===== config.mk =====
export PLATFORM = sky130hd
export DESIGN_NAME = pi1_rr_arbiter
export DESIGN_NICKNAME = d
export VERILOG_FILES = /design/src/rtl/pi1_rr_arbiter_pkg.sv /design/src/rtl/pi1_rr_arbiter_pick.sv /design/src/rtl/pi1_rr_arbiter.sv
export SDC_FILE = /design/constraint.sdc
export NUM_CORES = 1
export LEC_CHECK = 0
export BUFFER_PORTS_ARGS = -buffer_cell sky130_fd_sc_hd__buf_4
export CAP_MARGIN = 15
export CORE_AREA = 3 3 160 162
export DETAILED_ROUTE_END_ITERATION = 12
export DIE_AREA = 0 0 163 165
export PLACE_DENSITY = 0.46
export SLEW_MARGIN = 20
export SYNTH_ARGS = -nofsm -noshare
export SYNTH_HDL_FRONTEND = slang
export SYNTH_SLANG_ARGS = --single-unit

===== constraint.sdc =====
create_clock -name clk_i -period 1.75 [get_ports clk_i]
set_input_delay 0.175 -clock clk_i [delete_from_list [all_inputs] [get_ports clk_i]]
set_output_delay 0.175 -clock clk_i [all_outputs]
set_load 0.01 [all_outputs]

===== src/rtl/pi1_rr_arbiter_pkg.sv =====
// Purpose : shared PerInt (pi1) definitions for the round-robin arbiter slice.
//           The op encodings, an enum view of them, and a helper that says
//           whether an op is a real request.
// Ports   : none (package).
package pi1_rr_arbiter_pkg;

  localparam logic [1:0] PINOOP = 2'b00;
  localparam logic [1:0] PIWROP = 2'b01;
  localparam logic [1:0] PIRDOP = 2'b10;
  localparam logic [1:0] PIRWOP = 2'b11;

  typedef enum logic [1:0] {
    OP_NOOP = 2'b00,
    OP_WR   = 2'b01,
    OP_RD   = 2'b10,
    OP_RW   = 2'b11
  } pi1_op_e;

  // Any op other than NOOP competes for the slave.
  function automatic logic is_req(input logic [1:0] op);
    return (op != PINOOP);
  endfunction

endpackage


===== src/rtl/pi1_rr_arbiter_pick.sv =====
// Purpose : combinational round-robin pick. The request vector is rotated so
//           that the master after 'last' comes first. The rotated vector is
//           priority-encoded, and the hit position is mapped back to a master
//           index.
// Ports   : req_i   - one request bit per master
//           last_i  - most recent winner (lowest priority this time)
//           found_o - at least one master is requesting
//           idx_o   - index of the chosen master (valid when found_o)
module pi1_rr_pick #(
  parameter int  MASTERCOUNT = 4,
  localparam int IDXW        = $clog2(MASTERCOUNT)
) (
  input  logic [MASTERCOUNT-1:0] req_i,
  input  logic [IDXW-1:0]        last_i,
  output logic                   found_o,
  output logic [IDXW-1:0]        idx_o
);

  logic [MASTERCOUNT-1:0] rot_s;
  logic [IDXW-1:0]        src_s [MASTERCOUNT];
  logic [IDXW-1:0]        hit_s;

  // base+off modulo MASTERCOUNT. A single subtraction is enough because
  // base < MASTERCOUNT and off <= MASTERCOUNT. This also keeps the wrap correct
  // for non-power-of-2 counts.
  function automatic logic [IDXW-1:0] wrap_idx(input logic [IDXW-1:0] base, input int off);
    int pos;
    pos = int'(base) + off;
    if (pos >= MASTERCOUNT) begin
      pos = pos - MASTERCOUNT;
    end else begin
      pos = pos;
    end
    return IDXW'(pos);
  endfunction

  // Rotate: slot k of the rotated vector holds master last+1+k.
  always_comb begin
    rot_s = '0;
    for (int k = 0; k < MASTERCOUNT; k++) begin
      src_s[k] = wrap_idx(last_i, k + 1);
      rot_s[k] = req_i[src_s[k]];
    end
  end

  // Priority-encode the lowest set slot, then map that slot back to a master.
  always_comb begin
    found_o = 1'b0;
    hit_s   = '0;
    for (int k = 0; k < MASTERCOUNT; k++) begin
      if (rot_s[k] && !found_o) begin
        found_o = 1'b1;
        hit_s   = IDXW'(k);
      end else begin
        found_o = found_o;
      end
    end
    idx_o = src_s[hit_s];
  end

endmodule


===== src/rtl/pi1_rr_arbiter.sv =====
// Purpose : round-robin arbiter that shares one pi1 slave port between
//           MASTERCOUNT pi1 masters. Grant is zero-latency. It remembers which
//           master owns the single outstanding op, so that the slave response
//           (the next s_rdy_i cycle) is acknowledged only to that master.
// Ports   : clk_i/rst_i          - clock, synchronous active-high reset
//           m_op_i/m_addr_i/m_data_i/m_sel_i - packed per-master requests
//           m_data_o             - slave read data broadcast to all masters
//           m_rdy_o              - per-master ready (accept, response or idle)
//           s_op_o/s_addr_o/s_data_o/s_sel_o - request to the slave
//           s_data_i/s_rdy_i     - slave response data and ready
module pi1_rr_arbiter
  import pi1_rr_arbiter_pkg::*;
#(
  parameter int  MASTERCOUNT = 4,
  parameter int  ARCHBITSZ   = 32,
  localparam int ADDRBITSZ   = ARCHBITSZ - $clog2(ARCHBITSZ / 8),
  localparam int SELW        = ARCHBITSZ / 8,
  localparam int IDXW        = $clog2(MASTERCOUNT)
) (
  input  logic                          clk_i,
  input  logic                          rst_i,
  input  logic [2*MASTERCOUNT-1:0]      m_op_i,
  input  logic [ADDRBITSZ*MASTERCOUNT-1:0] m_addr_i,
  input  logic [ARCHBITSZ*MASTERCOUNT-1:0] m_data_i,
  input  logic [SELW*MASTERCOUNT-1:0]   m_sel_i,
  output logic [ARCHBITSZ-1:0]          m_data_o,
  output logic [MASTERCOUNT-1:0]        m_rdy_o,
  output logic [1:0]                    s_op_o,
  output logic [ADDRBITSZ-1:0]          s_addr_o,
  output logic [ARCHBITSZ-1:0]          s_data_o,
  output logic [SELW-1:0]               s_sel_o,
  input  logic [ARCHBITSZ-1:0]          s_data_i,
  input  logic                          s_rdy_i
);

  logic                   pending_q, pending_d;
  logic [IDXW-1:0]        owner_q,   owner_d;
  logic [IDXW-1:0]        last_q,    last_d;

  logic [MASTERCOUNT-1:0] req_s;
  logic                   found_s;
  logic [IDXW-1:0]        win_s;
  logic                   grant_s;

  // One request bit per master.
  always_comb begin
    req_s = '0;
    for (int i = 0; i < MASTERCOUNT; i++) begin
      req_s[i] = is_req(m_op_i[2*i +: 2]);
    end
  end

  pi1_rr_pick #(
    .MASTERCOUNT (MASTERCOUNT)
  ) u_pick (
    .req_i   (req_s),
    .last_i  (last_q),
    .found_o (found_s),
    .idx_o   (win_s)
  );

  // An op goes to the slave only when the slave takes it and we are out of reset.
  assign grant_s  = found_s && s_rdy_i && !rst_i;
  assign m_data_o = s_data_i;

  // Slave request mux. When idle, master 0's fields pass through with a NOOP op.
  always_comb begin
    s_op_o   = PINOOP;
    s_addr_o = m_addr_i[0 +: ADDRBITSZ];
    s_data_o = m_data_i[0 +: ARCHBITSZ];
    s_sel_o  = m_sel_i[0 +: SELW];
    if (grant_s) begin
      s_op_o   = m_op_i[2*win_s +: 2];
      s_addr_o = m_addr_i[ADDRBITSZ*win_s +: ADDRBITSZ];
      s_data_o = m_data_i[ARCHBITSZ*win_s +: ARCHBITSZ];
      s_sel_o  = m_sel_i[SELW*win_s +: SELW];
    end else begin
      s_op_o   = PINOOP;
    end
  end

  // Per-master ready. A master is ready if it is accepted now, if its response
  // lands now, or if it is idle and owed nothing. An idle owner must wait for
  // its response.
  always_comb begin
    m_rdy_o = '0;
    for (int i = 0; i < MASTERCOUNT; i++) begin
      if (s_rdy_i && !rst_i) begin
        m_rdy_o[i] = (grant_s && (win_s == IDXW'(i)))
                   || (pending_q && (owner_q == IDXW'(i)))
                   || (!req_s[i] && !(pending_q && (owner_q == IDXW'(i))));
      end else begin
        m_rdy_o[i] = 1'b0;
      end
    end
  end

  // State update. It advances only on slave-ready cycles. With no winner the
  // outstanding op retires, and owner/last hold.
  always_comb begin
    pending_d = pending_q;
    owner_d   = owner_q;
    last_d    = last_q;
    if (s_rdy_i) begin
      if (found_s) begin
        pending_d = 1'b1;
        owner_d   = win_s;
        last_d    = win_s;
      end else begin
        pending_d = 1'b0;
      end
    end else begin
      pending_d = pending_q;
    end
  end

  // State registers. After reset, last points at the top master, so master 0 wins first.
  always_ff @(posedge clk_i) begin
    if (rst_i) begin
      pending_q <= 1'b0;
      owner_q   <= '0;
      last_q    <= IDXW'(MASTERCOUNT - 1);
    end else begin
      pending_q <= pending_d;
      owner_q   <= owner_d;
      last_q    <= last_d;
    end
  end

endmodule


==> reports/metrics.cfg <==
[place]
dpl.hpwl_mm=18.65
gp_congestion=0.7866
portBuffers=346

[power]
peakVddDrop_v=0.0002118
leakage_nw=3.345
power_density_nw_per_um2=375.0

[finish]
nFillCells=2570
final_common_cell=buf_4
antenna_cells=0
drive_above_1_share_pct=79.75
final_cell_mix=buf_4, buf_6, a211oi_2
area_growth_pct=150.0
final_nets=1103

[cts]
clk_latency_ps=230
cts_made_buffers=3
path_clk_slew_ps=30
clk_path_buf_depth=2
cts_tree=built
holdBufCountCts=0
cts.sinks=5
h-tree-depth=1
clockRootBuffer=clkbuf_16

[logic_synthesis]
synthDistinctLibCells=54
yosys_warnings=0
ys_ff_latch=5
synth_edf_count=0
synth_top_area_share_pct=15.76
avgSynthCellArea_um2=7.726
async_flop_share_pct=0
synth_nets=718
ys_seq_area_share_pct=3.152
syn_inst=411
synthFlopType=dfxtp_1
yosysTopAreaCell=a211oi_2
synth_area_um2=3176
synth_area_leaders=a211oi_2, o22a_1, o221a_2, buf_4, nor3b_1

[floorplan]
ios=411
core_area_um2=24250
die_area_um2=26900
rows=57
initial_core_util_pct=13.10
die_y_um=165
die_w_um=163

[drt]
postRouteAntennaNets=0
first_pass_iters=6
drt_iter0_markers=206
routed_wl_mm=24.60
vias_per_cell=4.526
avgRoutedWirePerCell_um=21.98
drc=0
dr_total_vias=5065

[sta]
setup_viol=72
rsz0062_at_grt=true
finClkSkew_ps=1.521
hold_violations=0
finalWorstSetupSlack_ps=-513.3
fmax_mhz=441.8
min_period_over_period_pct=129.3
holdWs_ps=230.5
maxSlewViolCount=0
fin_crit_ps=2263
slew-limit-headroom_pct=72.96
tightest_slew_ps=404.8
finalSetupTns_ps=-30670

[grt]
antenna_found_initial=3
grt_pass1_vias=5447
grt_max_degree=36
grt_pass1_wl_mm=32.89
grt.total_usage_pct=16.10
overflow=0

[critical_path]
critical_path_class=flip-flop to primary output
end_kind=primary output
cp_data_arrival_time_ps=2090
start_kind=flip-flop
worst-endpoint-required_ps=1570
critPathMaxFanout=24

[run]
max_cap_viol_count=0

[status]
violations=negative setup slack
status=finished with violations

[worst_hold_path]
hold_path_class=input pin to flip-flop

==> cell type report <==
type / instances / area, um2 / area share, %
sequential: 5 / 108.9 / 1.371
tap: 324 / 405.4 / 5.107
clock buffer: 4 / 78.83 / 0.9931
multi-input combinational: 326 / 3212 / 40.46
inverter: 2 / 10.01 / 0.1261
timing repair buffer: 458 / 4123 / 51.94
==> critical path, cell delays in order (launching register included) <==
cell,delay [ps]
dfxtp_4,350
buf_6,120
o21bai_4,170
a221o_1,380
nand2_4,140
buf_12,190
o22a_1,200
o221a_2,200
buf_6,100
==> path summary, 6_finish.rpt <==
| check | endpoint | cells after the start | start | slack [ps] |
|---|---|---|---|---|
| worst min register to register | owner_q[1]$_SDFFE_PP0N_ | 2 | owner_q[1]$_SDFFE_PP0N_ | 510 |
| worst min-delay path | pending_q$_SDFFE_PP0P_ | 3 | rst_i | 230 |
| worst max register to register | last_q[0]$_SDFFE_PP1N_ | 7 | last_q[0]$_SDFFE_PP1N_ | -20 |
| worst max-delay path | s_sel_o[0] | 8 | last_q[0]$_SDFFE_PP1N_ | -510 |
==> metrics by stage <==
| stage | util, % | cells | setup slack (ps) | total power (W) | cell area, um2 |
|---|---|---|---|---|---|
| after floorplan | - | 411 | -72.37 | 0.001015 | 3326 |
| after global placement | 27.22 | 1087 | -462.1 | 0.002127 | 6601 |
| after detailed placement | 27.22 | 1087 | -460.6 | 0.002129 | 6601 |
| after CTS | 31.07 | 1111 | -501.9 | 0.002863 | 7533 |
| after global routing | 32.73 | 1119 | -568.6 | 0.003145 | 7938 |
| final | 32.73 | 1119 | -513.3 | 0.002977 | 7938 |
==> sequential cells by signal, indices dropped and copies added (netlist names) <==
| register | flops |
|---|---|
| pending_q | 1 |
| last_q | 2 |
| owner_q | 2 |
==> timing repair <==
| action | in CTS | in global routing |
|---|---|---|
| setup endpoints to repair | 73 | 73 |
| resized for setup | 119 | 57 |
| buffers inserted | 11 | 5 |
| gates cloned | 9 | 5 |
| pin swaps | 30 | 34 |
==> metal layers <==
layer	up-vias	global-route usage, %	wire, um
li1	2403	-	-
met1	2361	17.65	8937
met3	39	3.411	1758
met4	6	4.114	599
met2	256	31.24	13250
met5	-	0	52
==> Yosys cell counts (2+ instances only) <==
| library cell | number |
|---|---|
| a211oi_2 | 40 |
| o22a_1 | 39 |
| buf_4 | 33 |
| nand3_1 | 33 |
| nor2_1 | 33 |
| a21oi_1 | 31 |
| o221a_2 | 29 |
| nor3b_1 | 26 |
| clkbuf_1 | 23 |
| a211oi_1 | 16 |
| buf_2 | 15 |
| o221a_1 | 10 |
| nand2_1 | 8 |
| o21ai_0 | 6 |
| or2_2 | 6 |
| dfxtp_1 | 5 |
| a21boi_0 | 4 |
| a31oi_1 | 4 |
| buf_6 | 4 |
| nand2b_1 | 3 |
| a311oi_1 | 2 |
| buf_8 | 2 |
| inv_1 | 2 |
| nand3b_1 | 2 |
| nor2_2 | 2 |
| o211ai_1 | 2 |
| o21a_1 | 2 |
| o21bai_1 | 2 |
| or4_1 | 2 |
==> power by group <==
part           leakage [nW]  total [W]  switching (W)  internal (W)
Combinational          3.27    0.00245        0.00105       0.00140
Clock                0.0382   0.000383      0.0000802      0.000302
Sequential           0.0419   0.000141      0.0000165      0.000125
==> cells by family (layout without fill, tap and decap cells) <==
kind of cell	after synthesis	count (layout)	share of synthesized area (%)
muxes	1	1	0.3546
AOI/OAI and AO/OA	203	203	59.65
DFF	5	5	3.152
buffers and inverters	80	464	15.60
and+or+nand+nor	122	122	21.24
Note: power is estimated with default switching activity, not from simulation.
